==> src/rtl/download_packer.sv <==
`default_nettype none
// ============================================================================
// Module   : download_packer
// Purpose  : Packs loader byte strobes into 32-bit words, buffers them in a
//            small FIFO and writes them to SDRAM over a req/ack/valid handshake.
//            Define DOWNLOAD_CHECKSUM_EN to add a running sum of written words.
// Revision : 1.0 - initial release
// ============================================================================
module download_packer #(
    parameter int unsigned FIFO_DEPTH = 4,
    parameter logic [15:0] ROM_INDEX  = 16'h0000
) (
    input  logic        clk,
    input  logic        reset,
    input  logic [24:0] ioctl_addr,
    input  logic [7:0]  ioctl_data,
    input  logic [15:0] ioctl_index,
    input  logic        ioctl_wr,
    input  logic        ioctl_download,
    output logic        ioctl_wait,
    output logic [22:0] sdram_addr,
    output logic [31:0] sdram_data,
    output logic        sdram_we,
    output logic        sdram_req,
    input  logic        sdram_ack,
    input  logic        sdram_valid,
`ifdef DOWNLOAD_CHECKSUM_EN
    output logic [31:0] checksum,
`endif
    output logic        done,
    output logic        overrun
);

    localparam int unsigned PTR_W = (FIFO_DEPTH > 1) ? $clog2(FIFO_DEPTH) : 1;
    localparam int unsigned CNT_W = PTR_W + 1;
    localparam logic [CNT_W-1:0] c_full       = CNT_W'(FIFO_DEPTH);
    localparam logic [CNT_W-1:0] c_wait_level = CNT_W'(FIFO_DEPTH - 1);

    typedef enum logic [1:0] {
        ST_IDLE = 2'd0,
        ST_REQ  = 2'd1,
        ST_WAIT = 2'd2
    } state_t;

    state_t r_state;
    state_t w_state_next;

    logic [31:0]      r_word;
    logic [3:0]       r_lane_valid;
    logic [22:0]      r_word_addr;
    logic             r_full_pending;
    logic             r_dl_prev;
    logic             r_seen;
    logic             r_done;
    logic             r_overrun;

    logic [22:0]      r_mem_addr [FIFO_DEPTH];
    logic [31:0]      r_mem_data [FIFO_DEPTH];
    logic [PTR_W-1:0] r_wr_ptr;
    logic [PTR_W-1:0] r_rd_ptr;
    logic [CNT_W-1:0] r_count;

    logic             w_accept;
    logic [1:0]       w_lane;
    logic             w_fall;
    logic             w_push;
    logic             w_full;
    logic             w_push_ok;
    logic             w_pop;
    logic             w_quiet;
    logic [31:0]      w_word_next;
    logic [3:0]       w_valid_next;

    assign w_accept = ioctl_download && ioctl_wr && (ioctl_index == ROM_INDEX);
    assign w_lane   = ioctl_addr[1:0];
    assign w_fall   = r_dl_prev && !ioctl_download;
    assign w_full   = (r_count == c_full);

    // A word leaves the packer one cycle after its top lane lands, when the
    // loader jumps to another word, or when the download ends part-way.
    assign w_push = r_full_pending
                 || (w_fall && (r_lane_valid != 4'b0000))
                 || (w_accept && (r_lane_valid != 4'b0000)
                              && (ioctl_addr[24:2] != r_word_addr));
    assign w_push_ok = w_push && !w_full;

    always_comb begin
        w_word_next  = w_push ? 32'h0 : r_word;
        w_valid_next = w_push ? 4'b0000 : r_lane_valid;
        if (w_accept) begin
            case (w_lane)
                2'd0:    w_word_next[7:0]   = ioctl_data;
                2'd1:    w_word_next[15:8]  = ioctl_data;
                2'd2:    w_word_next[23:16] = ioctl_data;
                default: w_word_next[31:24] = ioctl_data;
            endcase
            w_valid_next[w_lane] = 1'b1;
        end
    end

    always_ff @(posedge clk) begin
        if (reset) begin
            r_word         <= 32'h0;
            r_lane_valid   <= 4'b0000;
            r_word_addr    <= 23'h0;
            r_full_pending <= 1'b0;
            r_dl_prev      <= 1'b0;
        end else begin
            r_word         <= w_word_next;
            r_lane_valid   <= w_valid_next;
            r_full_pending <= w_accept && (w_lane == 2'd3);
            r_dl_prev      <= ioctl_download;
            if (w_accept) begin
                r_word_addr <= ioctl_addr[24:2];
            end
        end
    end

    always_ff @(posedge clk) begin
        if (w_push_ok) begin
            r_mem_addr[r_wr_ptr] <= r_word_addr;
            r_mem_data[r_wr_ptr] <= r_word;
        end
    end

    // Pointers wrap naturally because the depth is a power of two.
    always_ff @(posedge clk) begin
        if (reset) begin
            r_wr_ptr  <= '0;
            r_rd_ptr  <= '0;
            r_count   <= '0;
            r_overrun <= 1'b0;
        end else begin
            if (w_push_ok) begin
                r_wr_ptr <= r_wr_ptr + 1'b1;
            end
            if (w_pop) begin
                r_rd_ptr <= r_rd_ptr + 1'b1;
            end
            case ({w_push_ok, w_pop})
                2'b10:   r_count <= r_count + 1'b1;
                2'b01:   r_count <= r_count - 1'b1;
                default: r_count <= r_count;
            endcase
            if (w_push && w_full) begin
                r_overrun <= 1'b1;
            end
        end
    end

    always_ff @(posedge clk) begin
        if (reset) begin
            r_state <= ST_IDLE;
        end else begin
            r_state <= w_state_next;
        end
    end

    // Leaving IDLE on the push itself gives a one-cycle request latency.
    always_comb begin
        w_state_next = r_state;
        w_pop        = 1'b0;
        case (r_state)
            ST_IDLE: begin
                if ((r_count != '0) || w_push_ok) begin
                    w_state_next = ST_REQ;
                end
            end
            ST_REQ: begin
                if (sdram_ack) begin
                    w_state_next = ST_WAIT;
                end
            end
            ST_WAIT: begin
                if (sdram_valid) begin
                    w_state_next = ST_IDLE;
                    w_pop        = 1'b1;
                end
            end
            default: begin
                w_state_next = ST_IDLE;
            end
        endcase
    end

    assign w_quiet = !ioctl_download && (r_count == '0) && (r_lane_valid == 4'b0000)
                  && !r_full_pending && (r_state == ST_IDLE) && !w_push;

    always_ff @(posedge clk) begin
        if (reset) begin
            r_seen <= 1'b0;
            r_done <= 1'b0;
        end else begin
            r_done <= r_seen && w_quiet;
            if (r_seen && w_quiet) begin
                r_seen <= 1'b0;
            end else if (w_accept) begin
                r_seen <= 1'b1;
            end
        end
    end

`ifdef DOWNLOAD_CHECKSUM_EN
    logic        w_rise;
    logic [31:0] r_checksum;

    assign w_rise = !r_dl_prev && ioctl_download;

    always_ff @(posedge clk) begin
        if (reset) begin
            r_checksum <= 32'h0;
        end else if (w_rise) begin
            r_checksum <= 32'h0;
        end else if (w_pop) begin
            r_checksum <= r_checksum + r_mem_data[r_rd_ptr];
        end
    end

    assign checksum = r_checksum;
`endif

    assign sdram_req  = (r_state == ST_REQ);
    assign sdram_we   = (r_state == ST_REQ);
    assign sdram_addr = (r_state == ST_REQ) ? r_mem_addr[r_rd_ptr] : 23'h0;
    assign sdram_data = (r_state == ST_REQ) ? r_mem_data[r_rd_ptr] : 32'h0;
    assign ioctl_wait = (r_count >= c_wait_level);
    assign done       = r_done;
    assign overrun    = r_overrun;

endmodule
`default_nettype wire

==> config.mk <==
export PLATFORM = sky130hd
export DESIGN_NAME = download_packer
export DESIGN_NICKNAME = d
export VERILOG_FILES = /design/src/rtl/download_packer.sv
export SDC_FILE = /design/constraint.sdc
export NUM_CORES = 1
export LEC_CHECK = 0
export ABC_AREA = 0
export BUFFER_PORTS_ARGS = -buffer_cell sky130_fd_sc_hd__buf_2
export CORE_UTILIZATION = 55
export CTS_CLUSTER_SIZE = 14
export DETAILED_ROUTE_END_ITERATION = 12
export GPL_ROUTABILITY_DRIVEN = 0
export PLACE_DENSITY = 0.78
export RECOVER_POWER = 100
export SLEW_MARGIN = 20
export SYNTH_ARGS = -nofsm -noshare
export SYNTH_HDL_FRONTEND = slang
export SYNTH_SLANG_ARGS = --single-unit
==> constraint.sdc <==
create_clock -name clk -period 7.7 [get_ports clk]
set_input_delay 1.54 -clock clk [delete_from_list [all_inputs] [get_ports clk]]
set_output_delay 1.54 -clock clk [all_outputs]
set_load 0.02 [all_outputs]
==> impl_results.md, run 1 <==
* CP startpoint kind: primary input
* Top Ports at 115
* Worst skew pair latency at 530 ps
* Routed wire length at 21700 µm
* RSZ-0062 raised after global routing: no
* Vias/cell at 5.62
* Warnings, synthesis at 0
* Hold-fix buffers at CTS at 0
* # placed instances at 1067
* Leak at 0.00406 µW
* Crit path time final at 5810 ps
* Number of synthesized flops with an enable pin at 220
* Dominant cell type by area after synthesis: edfxtp_1
* Worst vdd ir at 0.184 mV
* Crit Path Class: primary input to flop
* Final worst slack at 1890 ps
* Sequential element share of the synthesized area at 71.1%
* Number of cells on the worst hold path at 2
* Vias in the first global route at 6333
* Worst hold endpoint: overrun$_SDFFE_PP0P_
* CTS tree: built
* Clock buffer depth at 3
* Filler cells at 1464
* Fin cells at 1120
* Slew HR at -97.3%
* Failing checks: capacitance limit, slew limit
* DRT iter0 DRCs at 334
* Antenna viol nets, final at 0
* Hold Crit Class: flop to flop
* Post-place setup slack at 2640 ps
* P&R area growth vs syn at 13.8%
* Drc violations at 0
* Cells after Synth at 716
* Total power per unit cell area at 232 nW/µm²
* Nets at 888
* Die Area at 21300 µm²
* Row cnt at 52
* Core ar. at 20300 µm²
* Tcrit/Tclk final at 75.5%
* CP Data Required Time at 7770 ps
* Commonest non-fill, non-tap cell in the layout: edfxtp_1
* CTS sink cnt at 295
* CP max FO at 55
* Worst slew pin tran at 2960 ps
* Clock root buffer: clkbuf_16
* Initial antenna violation count at 2
* GRT Util Overall at 20.9%
* Post-DP HPWL at 13000 µm
* Clk_skew at 11.9 ps
* IO buf count at 114
* Critical path launch point: ioctl_index[2]
* Final count of negative-setup-slack endpoints at 0
* Status: finished, violations left
* R2R Path Start: r_word_addr[1]$_SDFFE_PP0N_
* Max Cap Violations at 7
* First-pass GRT wire length at 33900 µm
* Area of the multi-input gates at 3070 µm²
* Clock Pin Slew Worst Setup and Hold Paths at 60 ps
* Hold path startpoint: overrun$_SDFFE_PP0P_
* Reg area at 8110 µm²
* Share of layout cells above drive strength 1 at 19.9%
* Library cells used by synthesis at 45
* Post-synth ARST share at 0%
* Initial Util at 56.1%
* Die Wd at 146 µm
* Syn_area_per_cell at 15.9 µm²
* Post-CTS sizing at 0
* R2r setup slk at 3320 ps
* Finished Core Util at 63.9%
* Final hold vios at 0
* DRT Pass-1 Iters at 5
* Gr ovfl total at 0
* Critical Path AT at 5890 ps
* Worst setup EP type: flop
* Cells on worst reg2reg path at 6
* Largest net degree at the start of global routing at 57
* Largest cells by area after synthesis: edfxtp_1 58%, dfxtp_1 13%, mux4_2 11%, nor2b_1 3.1%, nand2_1 3.0%
* Fmax at 172 MHz
* Main synth FF type: edfxtp_1
* Die H at 146 µm
* Drt wl/cell at 19.4 µm
* H-tree depth at 1
* Post-CTS setup buffers at 0
* Final Max Tran Viols at 314
* Num CTS Buffers at 28
* Synth Register Bits at 295
* Crit Reg-Reg Endpoint: r_mem_data[1][18]$_DFFE_PP_
* Mapped Nets at 777
* Total negative slack at 0 ps
* Area share of the largest cell type after synthesis at 58.0%
* Via count at 6289
* Synthesized area at 11400 µm²
* Most frequent cells in the layout: 220 x edfxtp_1, 92 x nand2_1, 74 x dfxtp_1
==> per-stage QoR <==
stage	instance area, µm²	hold slack [ps]	total power [µW]
after floorplan	11400	436	1740
after global placement	12200	437	1760
after detailed placement	12200	444	1760
after CTS	13100	462	3020
after global routing	13000	491	3090
final	13000	462	3000
==> worst max-delay path, stage by stage <==
cell and delay, ps:
buf_2 100, or4_1 490, or4_1 460, o31ai_1 240, o21ai_0 440, nor2_1 380
and2_1 2210
==> metal layers <==
layer	GRT usage, %	wire length [µm]	part of all wire [%]	up-vias
met2	35.3	10700	49	203
met5	0	16	0.074	-
li1	-	-	-	2902
met1	28.1	9140	42	3129
met3	3.29	1270	5.8	53
met4	7.00	587	2.7	2
==> flip-flops by register name, summed over array words and instances, names as in the netlist, named ones only <==
| signal | flops |
|---|---|
| r_wr_ptr | 2 |
| r_seen | 1 |
| overrun | 1 |
| r_count | 3 |
| r_rd_ptr | 2 |
| r_state | 2 |
| r_dl_prev | 1 |
| r_full_pending | 1 |
| r_word | 32 |
| r_lane_valid | 4 |
| r_word_addr | 23 |
| done | 1 |
| r_mem_addr | 92 |
| r_mem_data | 128 |
==> cell usage after synthesis (all sizes together) (3+ instances only) <==
cell,n
dfxtp,75
ha,5
buf,14
clkbuf,26
or3,3
inv,11
nor4,9
mux4,55
o22ai,32
nand2,92
xor2,26
nand3,4
edfxtp,220
or4,3
nor2b,56
nor2,21
a21oi,33
and2,4
o21ai,4
==> how the worst max path moves through the flow <==
stage / to / slack, ps
after floorplan: r_mem_addr[0][0]$_DFFE_PP_ / 2760
final: r_mem_data[1][18]$_DFFE_PP_ / 1890
after global placement: r_mem_data[2][25]$_DFFE_PP_ / 2760
after detailed placement: r_mem_data[2][2]$_DFFE_PP_ / 2640
after global routing: r_mem_addr[1][3]$_DFFE_PP_ / 1470
after CTS: r_mem_data[2][16]$_DFFE_PP_ / 3170
==> report_power, final <==
part           internal, µW  switching, µW  leakage, µW  total [µW]
logic                  15.6           25.6      0.00113        41.2
registers              1690         0.0886      0.00249        1690
clock network           738            541     0.000431        1280
total                  2440            566      0.00406        3000
==> cell families (layout without fill, tap and decap cells) <==
family | after synthesis | after routing | synth area share (%)
adder cells (fa/ha/maj) | 6 | 6 | 0.725
AO/OA/AOI/OAI | 74 | 74 | 4.18
multiplexers | 55 | 55 | 10.9
XOR/XNOR | 27 | 27 | 2.07
buffers and inverters | 52 | 185 | 1.96
AND/OR/NAND/NOR | 207 | 207 | 9.05
other | 0 | 1 | 0
flip-flops | 295 | 295 | 71.1
==> area by class of cell <==
cell class | instances | share of cell area, %
inverters | 12 | 0.347
multi-input cells | 369 | 23.6
flip-flops and latches | 295 | 62.5
repair buffers | 121 | 4.13
clock inverters | 9 | 0.347
diodes | 1 | 0.0193
well taps | 270 | 2.60
clock buffers | 43 | 6.39
No activity file was read; power rests on OpenSTA's default activity.
==> inputs of run 2 (changes only) <==
==> constraint.sdc (replaced) <==
create_clock -name clk -period 5.8 [get_ports clk]
set_input_delay 1.16 -clock clk [delete_from_list [all_inputs] [get_ports clk]]
set_output_delay 1.16 -clock clk [all_outputs]
set_load 0.02 [all_outputs]
==> impl_results.md, run 2 (synthesis results as in run 1) <==
* R2r setup slk at 1970 ps (-1350 ps)
* Worst slew pin tran at 1910 ps (-1050 ps)
* Share of layout cells above drive strength 1 at 20.4% (+0.52 points)
* Tcrit/Tclk final at 79.1%
* Failing checks: capacitance limit, slew limit
* Largest regs: r_mem_data (128), r_mem_addr (92), r_word (32)
* Hold-fix buffers at CTS at 0 (unchanged)
* Num CTS Buffers at 28 (unchanged)
* Critical Path AT at 4730 ps (-1160 ps)
* Via count at 6311 (+0.35%)
* Total power per unit cell area at 308 nW/µm² (+33%)
* CP max FO at 31 (-44%)
* Final hold vios at 0 (unchanged)
* RSZ-0062 raised after global routing: no
* Slew HR at -27.4% (+70 points)
* Antenna viol nets, final at 0 (unchanged)
* Clock Pin Slew Worst Setup and Hold Paths at 60 ps (about the same)
* Clock buffer depth at 3 (unchanged)
* Die H at 146 µm (unchanged)
* Critical path launch point: ioctl_index[2]
* Leak at 0.00409 µW (+0.98%)
* Row cnt at 52 (unchanged)
* Post-CTS setup buffers at 0 (unchanged)
* Filler cells at 1457 (-0.48%)
* Vias in the first global route at 6353 (+0.32%)
* R2R Path Start: r_word_addr[20]$_SDFFE_PP0N_
* CP Data Required Time at 5950 ps (-1820 ps)
* IO buf count at 114 (unchanged)
* Number of cells on the worst hold path at 2 (unchanged)
* CTS sink cnt at 295 (unchanged)
* Post-DP HPWL at 13800 µm (+6.6%)
* Hold Crit Class: flop to flop
* Nets at 891 (+0.34%)
* P&R area growth vs syn at 14.0%
* Die Area at 21300 µm² (unchanged)
* Crit path time final at 4590 ps
* Final Max Tran Viols at 101 (-68%)
* Top Ports at 115 (unchanged)
* Die Wd at 146 µm (unchanged)
* Crit Path Class: primary input to flop
* Initial Util at 56.1% (unchanged)
* Routed wire length at 22300 µm (+2.5%)
* Cells on worst reg2reg path at 7 (+1)
* Core ar. at 20300 µm² (unchanged)
* Most frequent cells in the layout: 220 x edfxtp_1, 92 x nand2_1, 74 x dfxtp_1
* Total negative slack at 0 ps (unchanged)
* Fmax at 218 MHz
* Crit Reg-Reg Endpoint: r_mem_data[2][23]$_DFFE_PP_
* Initial antenna violation count at 0 (-2)
* Worst vdd ir at 0.209 mV (+14%)
* Antenna cell count at 0 (-1)
* Final count of negative-setup-slack endpoints at 0 (unchanged)
* Gr ovfl total at 0 (unchanged)
* Drc violations at 0 (unchanged)
* Hold path startpoint: overrun$_SDFFE_PP0P_
* CP startpoint kind: primary input
* GRT Util Overall at 21.5% (+0.52 points)
* Max Cap Violations at 3 (-4)
* Post-CTS sizing at 0 (unchanged)
* H-tree depth at 1 (unchanged)
* Commonest non-fill, non-tap cell in the layout: edfxtp_1
* Clock root buffer: clkbuf_16
* Drt wl/cell at 19.8 µm (+2.3%)
* Worst skew pair latency at 530 ps (about the same)
* Max FFs per register at 128 (unchanged)
* DRT iter0 DRCs at 429 (+28%)
* Total power at 4010 µW (+33%)
* DRT Pass-1 Iters at 6 (+1)
* CTS tree: built
* First-pass GRT wire length at 34700 µm (+2.3%)
* Worst hold endpoint: overrun$_SDFFE_PP0P_
* Worst setup EP type: flop
* Status: finished, violations left
* Largest reg by FF count: r_mem_data
* Vias/cell at 5.62 (+0.17%)
* Largest net degree at the start of global routing at 57 (unchanged)
* Finished Core Util at 64.0% (+0.092 points)
* Clk_skew at 14.7 ps (+2.77 ps)
run 2: cell types whose count changed in the layout (fill, tap and decap cells not counted), moves of 2 or more:
cell	delta
buf_12	+2
and2_2	+2
buf_4	+3
o22ai_2	-8
buf_2	+2
and2_1	-2
o22ai_1	+8
clkbuf_1	-8
run 2: how the worst max path moves through the flow:
stage	end	cells past startpoint
6_report	r_mem_data[2][23]$_DFFE_PP_	8
5_1_grt	r_mem_data[2][30]$_DFFE_PP_	8
4_1_cts	sdram_data[7]	4
3_5_place_dp	r_mem_data[1][6]$_DFFE_PP_	8
3_3_place_gp	r_mem_data[0][6]$_DFFE_PP_	8
2_1_floorplan	r_mem_addr[0][0]$_DFFE_PP_	7
run 2: metal layers:
metal  wire (µm)  GRT usage (%)  up-vias
li1            -              -     2925
met5           0              0        -
met1        9250           29.0     3133
met2       11300           36.7      221
met4         362           6.05        0
met3        1360           2.92       32
run 2: metrics by stage:
stage	worst slack, ps	std cells	hold WS, ps	area (µm²)
2_1_floorplan	1240	716	436	11400
3_3_place_gp	1490	1070	434	12300
3_5_place_dp	1400	1070	444	12300
4_1_cts	1750	1122	462	13100
5_1_grt	904	1122	490	13000
6_report	1210	1122	464	13000
run 2: layout make-up:
class | instances | area, µm² | area share [%]
repair buffers | 124 | 594 | 4.58
multi-input cells | 369 | 3020 | 23.2
well taps | 270 | 338 | 2.60
flip-flops and latches | 295 | 8110 | 62.5
clock buffers | 40 | 817 | 6.29
clock inverters | 12 | 63.8 | 0.491
inverters | 12 | 45.0 | 0.347
run 2: power by group:
part | total, µW | switching (µW) | internal [µW] | leakage [µW]
Combinational | 55.0 | 34.3 | 20.7 | 0.00117
Sequential | 2240 | 0.107 | 2240 | 0.00249
Clock | 1710 | 737 | 978 | 0.000436
run 2: critical path: stages:
cell and delay (ps):
buf_2 100, or4_1 500, or4_1 460, o31ai_1 240, o21ai_0 430, nor2_1 360, and2_2 660, clkbuf_2 800
